==> src/rtl/shifter_spi_master.sv <==
// shifter_spi_master
//   Processor-side SPI master that offloads a shift/rotate to the barrel
//   shifter slave. A request (op code, operand, shift amount) is accepted on
//   a valid/ready handshake and sent LSB first as a ShifterPacket on MOSI,
//   preceded by one select cycle and a start bit. The master then waits for
//   the slave's miso=1 marker, shifts in the REGISTER_SIZE-bit result, and
//   presents it with a one-cycle o_done pulse.
//
//   Ports
//     i_clock         system clock (the only clock)
//     i_reset         synchronous, active-low reset
//     i_valid/o_ready request handshake; o_ready is high only in IDLE
//     i_op_code       shifter operation (Isa::Operation)
//     i_operand       value to shift
//     i_shift_amount  shift distance
//     o_done          one-cycle pulse when o_result (or o_error) is valid
//     o_result        last received result, held until the next DONE
//     o_error         WAIT_ACK timeout flag (constant 0 unless enabled)
//     spi             Spi.MasterSpi: drives nss and mosi, samples miso
//
//   Optional feature macro: SHIFTER_MASTER_TIMEOUT_EN
//     When defined, WAIT_ACK gives up after TimeoutCycles cycles without the
//     marker: nss is released, o_done pulses with o_error=1, o_result is kept.

package Isa;
  parameter int REGISTER_SIZE = 8;

  typedef enum logic [2:0] {
    SHL = 3'd0,
    SHR = 3'd1,
    SAR = 3'd2
  } Operation;

  // Field order fixes the wire order: op_code occupies the LSBs and is sent first.
  typedef struct packed {
    logic [$clog2(REGISTER_SIZE)-1:0] shift_amount;
    logic [REGISTER_SIZE-1:0]         operand;
    Operation                         op_code;
  } ShifterPacket;
endpackage

interface Spi #(parameter int NssWidth = 1) ();
  logic [NssWidth-1:0] nss;
  logic                mosi;
  logic                miso;

  modport MasterSpi (output nss, output mosi, input miso);
  modport SlaveSpi  (input nss, input mosi, output miso);
endinterface

module shifter_spi_master
  import Isa::*;
#(
  parameter int NssPosition   = 0,
  parameter int NssWidth      = 1,
  parameter int TimeoutCycles = 64
) (
  input  logic                             i_clock,
  input  logic                             i_reset,
  input  logic                             i_valid,
  output logic                             o_ready,
  input  Operation                         i_op_code,
  input  logic [REGISTER_SIZE-1:0]         i_operand,
  input  logic [$clog2(REGISTER_SIZE)-1:0] i_shift_amount,
  output logic                             o_done,
  output logic [REGISTER_SIZE-1:0]         o_result,
  output logic                             o_error,
  Spi.MasterSpi                            spi
);

  localparam int PACKET_BITS = $bits(ShifterPacket);
  localparam int CNT_W       = $clog2(PACKET_BITS + 1);

  typedef enum logic [2:0] {
    ST_IDLE, ST_SELECT, ST_START, ST_TX, ST_WAIT_ACK, ST_RX, ST_DONE
  } state_t;

  state_t                   state_reg, state_next;
  logic [CNT_W-1:0]         bit_cnt_reg, bit_cnt_next;
  logic [PACKET_BITS-1:0]   packet_reg, packet_next;
  logic [REGISTER_SIZE-1:0] rx_reg, rx_next;
  logic [REGISTER_SIZE-1:0] result_reg, result_next;
  logic                     ready_reg, ready_next;
  logic                     done_reg, done_next;
  logic                     mosi_reg, mosi_next;
  logic                     sel_n_reg, sel_n_next;
  ShifterPacket             pkt_in;

`ifdef SHIFTER_MASTER_TIMEOUT_EN
  localparam int WAIT_W = $clog2(TimeoutCycles + 1);
  logic [WAIT_W-1:0] wait_cnt_reg, wait_cnt_next;
  logic              error_reg, error_next;
`endif

  // Reject parameter sets that would select a nonexistent nss bit or never time out.
  if (NssPosition < 0 || NssPosition >= NssWidth || TimeoutCycles < 1) begin : g_param_check
    $error("shifter_spi_master: illegal NssPosition/NssWidth/TimeoutCycles");
  end

  assign pkt_in = '{shift_amount: i_shift_amount, operand: i_operand, op_code: i_op_code};

  always_comb begin
    state_next   = state_reg;
    bit_cnt_next = bit_cnt_reg;
    packet_next  = packet_reg;
    rx_next      = rx_reg;
    result_next  = result_reg;
    done_next    = 1'b0;
    mosi_next    = 1'b0;
    ready_next   = 1'b0;
    sel_n_next   = 1'b1;
`ifdef SHIFTER_MASTER_TIMEOUT_EN
    wait_cnt_next = wait_cnt_reg;
    error_next    = error_reg;
`endif

    // Output registers are loaded with the values belonging to state_next,
    // so every output is a flop yet lines up with the state it describes.
    case (state_reg)
      ST_IDLE: begin
        if (i_valid && ready_reg) begin
          packet_next = pkt_in;
          state_next  = ST_SELECT;
`ifdef SHIFTER_MASTER_TIMEOUT_EN
          error_next  = 1'b0;
`endif
        end
      end
      ST_SELECT: begin
        state_next = ST_START;
        mosi_next  = 1'b1;
      end
      ST_START: begin
        state_next   = ST_TX;
        bit_cnt_next = '0;
        mosi_next    = packet_reg[0];
        packet_next  = packet_reg >> 1;
      end
      ST_TX: begin
        // packet_reg is consumed from the LSB, so mosi always equals packet[bit_cnt].
        if (bit_cnt_reg == CNT_W'(PACKET_BITS - 1)) begin
          state_next   = ST_WAIT_ACK;
          bit_cnt_next = '0;
`ifdef SHIFTER_MASTER_TIMEOUT_EN
          wait_cnt_next = '0;
`endif
        end else begin
          bit_cnt_next = bit_cnt_reg + CNT_W'(1);
          mosi_next    = packet_reg[0];
          packet_next  = packet_reg >> 1;
        end
      end
      ST_WAIT_ACK: begin
        // Only a solid 1 is the marker; x/z falls through to the else branch.
        if (spi.miso == 1'b1) begin
          state_next   = ST_RX;
          bit_cnt_next = '0;
        end
`ifdef SHIFTER_MASTER_TIMEOUT_EN
        else if (wait_cnt_reg == WAIT_W'(TimeoutCycles - 1)) begin
          state_next = ST_IDLE;
          done_next  = 1'b1;
          error_next = 1'b1;
        end else begin
          wait_cnt_next = wait_cnt_reg + WAIT_W'(1);
        end
`endif
      end
      ST_RX: begin
        // Result arrives LSB first; shifting in at the MSB leaves bit 0 at the bottom.
        rx_next = {spi.miso, rx_reg[REGISTER_SIZE-1:1]};
        if (bit_cnt_reg == CNT_W'(REGISTER_SIZE - 1)) begin
          state_next   = ST_DONE;
          bit_cnt_next = '0;
          result_next  = rx_next;
          done_next    = 1'b1;
        end else begin
          bit_cnt_next = bit_cnt_reg + CNT_W'(1);
        end
      end
      ST_DONE: begin
        state_next = ST_IDLE;
      end
      default: begin
        state_next = ST_IDLE;
      end
    endcase

    ready_next = (state_next == ST_IDLE);
    sel_n_next = (state_next == ST_IDLE) || (state_next == ST_DONE);
  end

  always_ff @(posedge i_clock) begin
    if (!i_reset) begin
      state_reg   <= ST_IDLE;
      bit_cnt_reg <= '0;
      packet_reg  <= '0;
      rx_reg      <= '0;
      result_reg  <= '0;
      ready_reg   <= 1'b1;
      done_reg    <= 1'b0;
      mosi_reg    <= 1'b0;
      sel_n_reg   <= 1'b1;
`ifdef SHIFTER_MASTER_TIMEOUT_EN
      wait_cnt_reg <= '0;
      error_reg    <= 1'b0;
`endif
    end else begin
      state_reg   <= state_next;
      bit_cnt_reg <= bit_cnt_next;
      packet_reg  <= packet_next;
      rx_reg      <= rx_next;
      result_reg  <= result_next;
      ready_reg   <= ready_next;
      done_reg    <= done_next;
      mosi_reg    <= mosi_next;
      sel_n_reg   <= sel_n_next;
`ifdef SHIFTER_MASTER_TIMEOUT_EN
      wait_cnt_reg <= wait_cnt_next;
      error_reg    <= error_next;
`endif
    end
  end

  // Only the selected slave's nss bit toggles; all others stay deasserted.
  genvar gi;
  for (gi = 0; gi < NssWidth; gi++) begin : g_nss
    if (gi == NssPosition) begin : g_sel
      assign spi.nss[gi] = sel_n_reg;
    end else begin : g_other
      assign spi.nss[gi] = 1'b1;
    end
  end

  assign spi.mosi = mosi_reg;
  assign o_ready  = ready_reg;
  assign o_done   = done_reg;
  assign o_result = result_reg;
`ifdef SHIFTER_MASTER_TIMEOUT_EN
  assign o_error  = error_reg;
`else
  assign o_error  = 1'b0;
`endif

endmodule

==> src/flat_wrapper.sv <==
// flat-port wrapper written by rule: the top's interface ports become plain ports
module shifter_spi_master_flat import Isa::*;
#(
  parameter int NssPosition   = 0,
  parameter int NssWidth      = 1,
  parameter int TimeoutCycles = 64
)
  (i_clock, i_reset, i_valid, o_ready, i_op_code, i_operand, i_shift_amount, o_done, o_result, o_error, spi_nss, spi_mosi, spi_miso);
  Spi #(.NssWidth(NssWidth)) spi_i ();
  input  logic i_clock;
  input  logic i_reset;
  input  logic i_valid;
  output logic o_ready;
  input  Operation i_op_code;
  input  logic [REGISTER_SIZE-1:0] i_operand;
  input  logic [$clog2(REGISTER_SIZE)-1:0] i_shift_amount;
  output logic o_done;
  output logic [REGISTER_SIZE-1:0] o_result;
  output logic o_error;
  output wire logic [$bits(spi_i.nss)-1:0] spi_nss;
  output wire logic [$bits(spi_i.mosi)-1:0] spi_mosi;
  input wire logic [$bits(spi_i.miso)-1:0] spi_miso;
  assign spi_nss = spi_i.nss;
  assign spi_mosi = spi_i.mosi;
  assign spi_i.miso = spi_miso;
  shifter_spi_master #(.NssPosition(NssPosition), .NssWidth(NssWidth), .TimeoutCycles(TimeoutCycles)) u_core (.i_clock(i_clock), .i_reset(i_reset), .i_valid(i_valid), .o_ready(o_ready), .i_op_code(i_op_code), .i_operand(i_operand), .i_shift_amount(i_shift_amount), .o_done(o_done), .o_result(o_result), .o_error(o_error), .spi(spi_i));
endmodule
==> config.mk <==
export PLATFORM = sky130hd
export DESIGN_NAME = shifter_spi_master_flat
export DESIGN_NICKNAME = d
export VERILOG_FILES = /design/src/rtl/shifter_spi_master.sv /design/src/flat_wrapper.sv
export SDC_FILE = /design/constraint.sdc
export NUM_CORES = 1
export LEC_CHECK = 0
export CORE_ASPECT_RATIO = 1.75
export CORE_UTILIZATION = 40
export DETAILED_ROUTE_END_ITERATION = 8
export PLACE_DENSITY = 0.74
export SLEW_MARGIN = 20
export SYNTH_ARGS = -nofsm -noshare
export SYNTH_HDL_FRONTEND = slang
export SYNTH_SLANG_ARGS = --single-unit
export TNS_END_PERCENT = 1
==> constraint.sdc <==
create_clock -name i_clock -period 2.45 [get_ports i_clock]
set_input_delay 0.49 -clock i_clock [delete_from_list [all_inputs] [get_ports i_clock]]
set_output_delay 0.49 -clock i_clock [all_outputs]
set_load 0.02 [all_outputs]
==> flow_metrics.py <==
metrics = {
    "outcome": {
        "status": "finished clean",
    },
    "logic_synthesis": {
        "synth_top_cell_area_share": 0.424,
        "netlist_area_mm2": 0.00189,
        "ys_top_cells_by_area": "dfxtp_1, mux2i_1, a21oi_1, nor2_1, or3_1",
        "synth_area_per_cell_um2": 9.03,
        "synthDistinctLibCells": 36,
        "syn_nets": 232,
        "synth_top_area_cell": "dfxtp_1",
        "syn_inst": 209,
        "ys_warn_count": 0,
        "ys_seq_elements": 40,
        "ys_seq_area_frac": 0.424,
    },
    "worst_setup_path": {
        "cp_slowest_cell": "ha_1",
        "endpoint_kind": "flop",
        "crit_path_max_fanout": 16,
        "crit_chain": "inv_1 > ha_1 > mux2i_1 > or3_1 > a21oi_1",
        "path_delay_family": "adder cells",
        "worstPathArrival_ps": 2180,
        "max_stage_delay_ps": 720,
        "critical_path_required_ps": 2670,
        "crit_type": "reg -> reg",
        "path_buf_inv": 1,
        "startpoint_type": "flop",
    },
    "floorplan": {
        "initial_core_util": 0.421,
        "io_pins": 31,
        "die_w_um": 53.9,
        "core_area_mm2": 0.00448,
        "rows": 32,
        "die_y_um": 92.9,
        "fp.dieArea_mm2": 0.00501,
    },
    "detailed_routing": {
        "drt_iter0_drc": 35,
        "wire_per_inst_um": 13.1,
        "num_vias": 1572,
        "drtAntennaViolNets": 0,
        "dr.pass1.iters": 4,
        "avgViaCountPerCell": 5.46,
        "drt-total-wl_um": 3770,
        "drc_errors": 0,
    },
    "power": {
        "p_leak_nw": 0.923,
        "p_int_w": 0.00137,
        "p_per_area_mw_per_mm2": 765,
        "power.share.switching": 0.244,
        "pwr-share-seq": 0.407,
        "comb_power_share": 0.182,
        "power_frac_clock": 0.411,
        "p_sw_w": 0.000442,
        "ir_drop_uv": 723,
    },
    "placement": {
        "hpwl_um": 2660,
        "gp_congestion": 0.875,
        "port_buffers": 29,
    },
    "clock_tree": {
        "post-cts-setup-buffers": 0,
        "path_clk_slew_ps": 80,
        "cts_hold_buf": 0,
        "cts_buffer_depth": 2,
        "htree_levels": 2,
        "cts-root-buf": "clkbuf_8",
        "cts_resized": 0,
        "cts.sinks": 40,
        "cts_made_buffers": 5,
        "clock_latency_ps": 290,
        "cts_tree": "built",
    },
    "sta": {
        "timing.fmax_mhz": 510,
        "worst_pin_slew_ps": 886,
        "slew-limit-headroom": 0.409,
        "rsz0062_at_grt": "false",
        "fin_skew_ps": 3.57,
        "setup_tns_ps": 0,
        "post-route-period-util": 0.800,
        "maxSlewViolCount": 0,
        "final-setup-viol-count": 0,
        "fin_crit_ps": 1960,
        "hold_viol_final": 0,
    },
    "grt": {
        "overflow": 0,
        "grt_pass1_vias": 1393,
        "antenna_found_initial": 0,
        "grt_max_degree": 29,
        "grt_pass1_wl_um": 6100,
        "grt.total_usage": 0.164,
    },
    "final_layout": {
        "largest_reg_flops": 14,
        "postLayoutCoreUtil": 0.529,
        "antenna-diode-count": 0,
        "layout.nets": 259,
        "drive_gt1_frac": 0.0759,
        "syn_to_final_growth_pct": 25.6,
    },
    "hold_path": {
        "hold_class": "reg -> reg",
    },
    "job": {
        "maxCapViolations": 0,
    },
}
## worst reg2reg max path, cell delays in order, from the launching register on
cell and delay [ps]:
dfxtp_1 410, inv_1 100, ha_1 720, mux2i_1 180
or3_1 340, a21oi_1 140
## final timing paths
| path | slack [ps] | startpoint | cells past startpoint | to |
|---|---|---|---|---|
| min | 470 | u_core.packet_reg[6] | 2 | u_core.packet_reg[6] |
| min reg2reg | 470 | u_core.packet_reg[6] | 2 | u_core.packet_reg[6] |
| max | 490 | u_core.state_reg[2] | 5 | u_core.packet_reg[2] |
| max reg2reg | 490 | u_core.state_reg[2] | 5 | u_core.packet_reg[2] |
## stage by stage
stage	power, W	area, um2	hold WS (ps)	cells	setup WS [ps]
after CTS	0.00184	2370	475	288	469
after detailed placement	0.00108	2210	464	280	222
after floorplan	0.000991	1890	449	209	489
after global placement	0.00108	2210	457	280	244
final	0.00181	2370	472	288	489
after global routing	0.00191	2370	499	288	351
## metal layers
| metal | track usage | part of all wire | vias to the layer above |
|---|---|---|---|
| met3 | 0.0394 | 0.033 | 7 |
| met5 | 0 | 0 | - |
| li1 | - | - | 789 |
| met2 | 0.279 | 0.53 | 33 |
| met4 | 0.0680 | 0.018 | 0 |
| met1 | 0.186 | 0.42 | 743 |
## Yosys cell counts, drive strengths merged
cell,number
nand2b,5
ha,5
buf,9
nor4,1
o22ai,3
nand3b,4
nor4b,2
nand3,3
nand4b,2
or4,1
mux2i,27
a31oi,2
a31o,2
nor3,2
inv,5
or3,13
nor2,23
and3b,2
or4b,1
o21ai,16
or2,1
nand2,5
o31ai,1
o21ba,1
clkbuf,7
and3,1
clkinv,1
nor2b,1
conb,1
a21oi,22
dfxtp,40
## power groups by stage
stage | logic (W) | registers (W) | clock network [W]
final | 0.000330 | 0.000738 | 0.000746
after global routing | 0.000365 | 0.000746 | 0.000795
after CTS | 0.000334 | 0.000739 | 0.000763
after detailed placement | 0.000331 | 0.000754 | 0
after global placement | 0.000327 | 0.000753 | 0
after floorplan | 0.000237 | 0.000754 | 0
## placed cells by master, fill, tap and decap left out, types with 2 or more instances in the layout
cell type	instances
mux2i_1	27
a31o_1	2
nand2b_1	5
nor4b_1	2
nand2_1	5
ha_1	5
bufinv_16	3
nor2_1	23
o22ai_1	2
and3b_1	2
o21ai_0	8
clkbuf_8	5
dfxtp_1	40
nor3_1	2
nand3_1	3
o21ai_1	8
or3_1	13
a21oi_1	22
buf_4	7
clkdlybuf4s50_1	29
a31oi_1	2
nand3b_1	4
inv_1	5
## final cells by class
type	instances	area, um2
clock inverter	3	90.1
tap	51	63.8
fill	442	2110
timing repair buffer	36	343
clock buffer	5	68.8
inverter	6	22.5
multi-input combinational	147	982
sequential	40	801
## kinds of logic (layout without fill, tap and decap cells)
| kind of cell | count (synthesis) | count (layout) | share of synthesized area |
|---|---|---|---|
| AOI/OAI and AO/OA | 47 | 47 | 0.139 |
| adders and majority gates | 5 | 5 | 0.0331 |
| buffers and inverters | 22 | 50 | 0.0557 |
| DFF | 40 | 40 | 0.424 |
| muxes | 27 | 27 | 0.143 |
| other | 1 | 1 | 0.00199 |
| and+or+nand+nor | 67 | 67 | 0.203 |
(Power assumes the default switching activity.)
==> edit: new RTL, same flow settings <==
Change the package constant `REGISTER_SIZE` from 8 to 16.
--- a/src/rtl/shifter_spi_master.sv
+++ b/src/rtl/shifter_spi_master.sv
@@ -24,5 +24,5 @@
 
 package Isa;
-  parameter int REGISTER_SIZE = 8;
+  parameter int REGISTER_SIZE = 16;
 
   typedef enum logic [2:0] {
Ports: changed (resized i_operand, i_shift_amount and o_result); port bits go from 31 to 48. No check against the original RTL was run, so the function may have changed too.
==> edit against the original RTL <==
  * Worst setup slack improved by 91 ps
  * Wire length is 34% higher
  * Combinational power is 28% higher
  * Total power up 67%
  * Non-clock buffer count up 13
  * Sequential cell count is 26 higher
  * Design area is 55% higher
  * Synthesized area increased by 57%
==> edit: results <==
[clock_network]
cts_max_level = 3
cts_made_buffers = 9
clk_pin_slew_ps = 60
cts-root-buf = clkbuf_16
clock_latency_ps = 320

[drt]
num_vias = 2208
drt_iter0_drc = 101

[final_layout]
fin_nets = 377
largest_reg_flops = 23

[placed_design]
placed_cell_area_mm2 = 0.003357
gp_congestion = 0.7036

[global_routing]
use_met1 = 0.1547
grt_pass1_vias = 2111
grt_first_pass_wirelength_mm = 8.804
grt_util_met2 = 0.2626
grt.total_usage = 0.1482

[hold_path]
hp-start = u_core.o_result[4]

[sta]
finClkSkew_ps = 4.691

[pwr]
static-leakage-power_nw = 1.607
ir_drop_mv = 0.5254

[logic_synthesis]
ys_seq_area_frac = 0.4471
synthTopCellsByCount = nand2_1 (89), dfxtp_1 (66), a21boi_0 (33), mux2i_1 (22), o211a_1 (22)
synth_area_leaders = dfxtp_1 (45%), nand2_1 (11%), a21boi_0 (8.4%), mux2i_1 (7.5%), o211a_1 (7.5%)
synth_nets = 340

[worst_setup_path]
cp-startpoint = u_core.bit_cnt_reg[1]
worstPathArrival_ps = 2120
critPathTopFamily = simple AND/OR/NAND/NOR gates

[run_status]
status = finished, final reports clean
edit: worst min-delay path, stage by stage (launching register included):
cell and delay (ps):
dfxtp_1 300, nand2_1 50, a21boi_1 50
edit: kinds of logic after synthesis:
logic type / Yosys count / share of synthesized area
flops: 66 / 0.4471
other cells: 1 / 0.001269
compound gates: 71 / 0.2036
buf+inv: 28 / 0.07282
mux: 22 / 0.07451
fa+ha+maj: 4 / 0.01694
xor+xnor: 1 / 0.002964
simple gates: 116 / 0.1808
edit: cell type report:
cell class	count	area, um^2
repair buffers	49	490.5
multi-input cells	215	1419
fillers	681	3496
inverters	5	18.77
clock inverters	6	90.09
flip-flops and latches	66	1321
clock buffers	10	239.0
well taps	86	107.6
edit: per-layer routing:
metal  vias to the layer above  part of all wire
met3                        12             0.030
li1                       1126                 -
met4                         0             0.033
met5                         -                 0
met1                      1023              0.42
met2                        47              0.52
edit: worst paths after layout:
kind / endpoint / slack (ps) / cells past startpoint
hold reg to reg: u_core.o_result[4] / 450 / 2
setup reg to reg: u_core.o_result[11] / 580 / 8
setup / recovery: u_core.o_result[11] / 580 / 8
hold / removal: u_core.o_result[4] / 450 / 2
edit: where the power goes:
| group | internal (mW) | switching (mW) |
|---|---|---|
| clock | 0.919 | 0.458 |
| sequential | 1.17 | 0.0599 |
| combinational | 0.221 | 0.202 |
| total | 2.31 | 0.720 |
edit: per-stage QoR:
| step | setup slack (ps) | hold WS (ps) | cells | total power, mW |
|---|---|---|---|---|
| final | 580.4 | 451.6 | 437 | 3.032 |
| after CTS | 570.3 | 456.1 | 437 | 3.075 |
| after detailed placement | 515.3 | 448.0 | 421 | 1.686 |
| after global placement | 552.2 | 444.1 | 421 | 1.669 |
| after floorplan | 824.3 | 438.8 | 309 | 1.610 |
| after global routing | 312.6 | 483.9 | 437 | 3.164 |
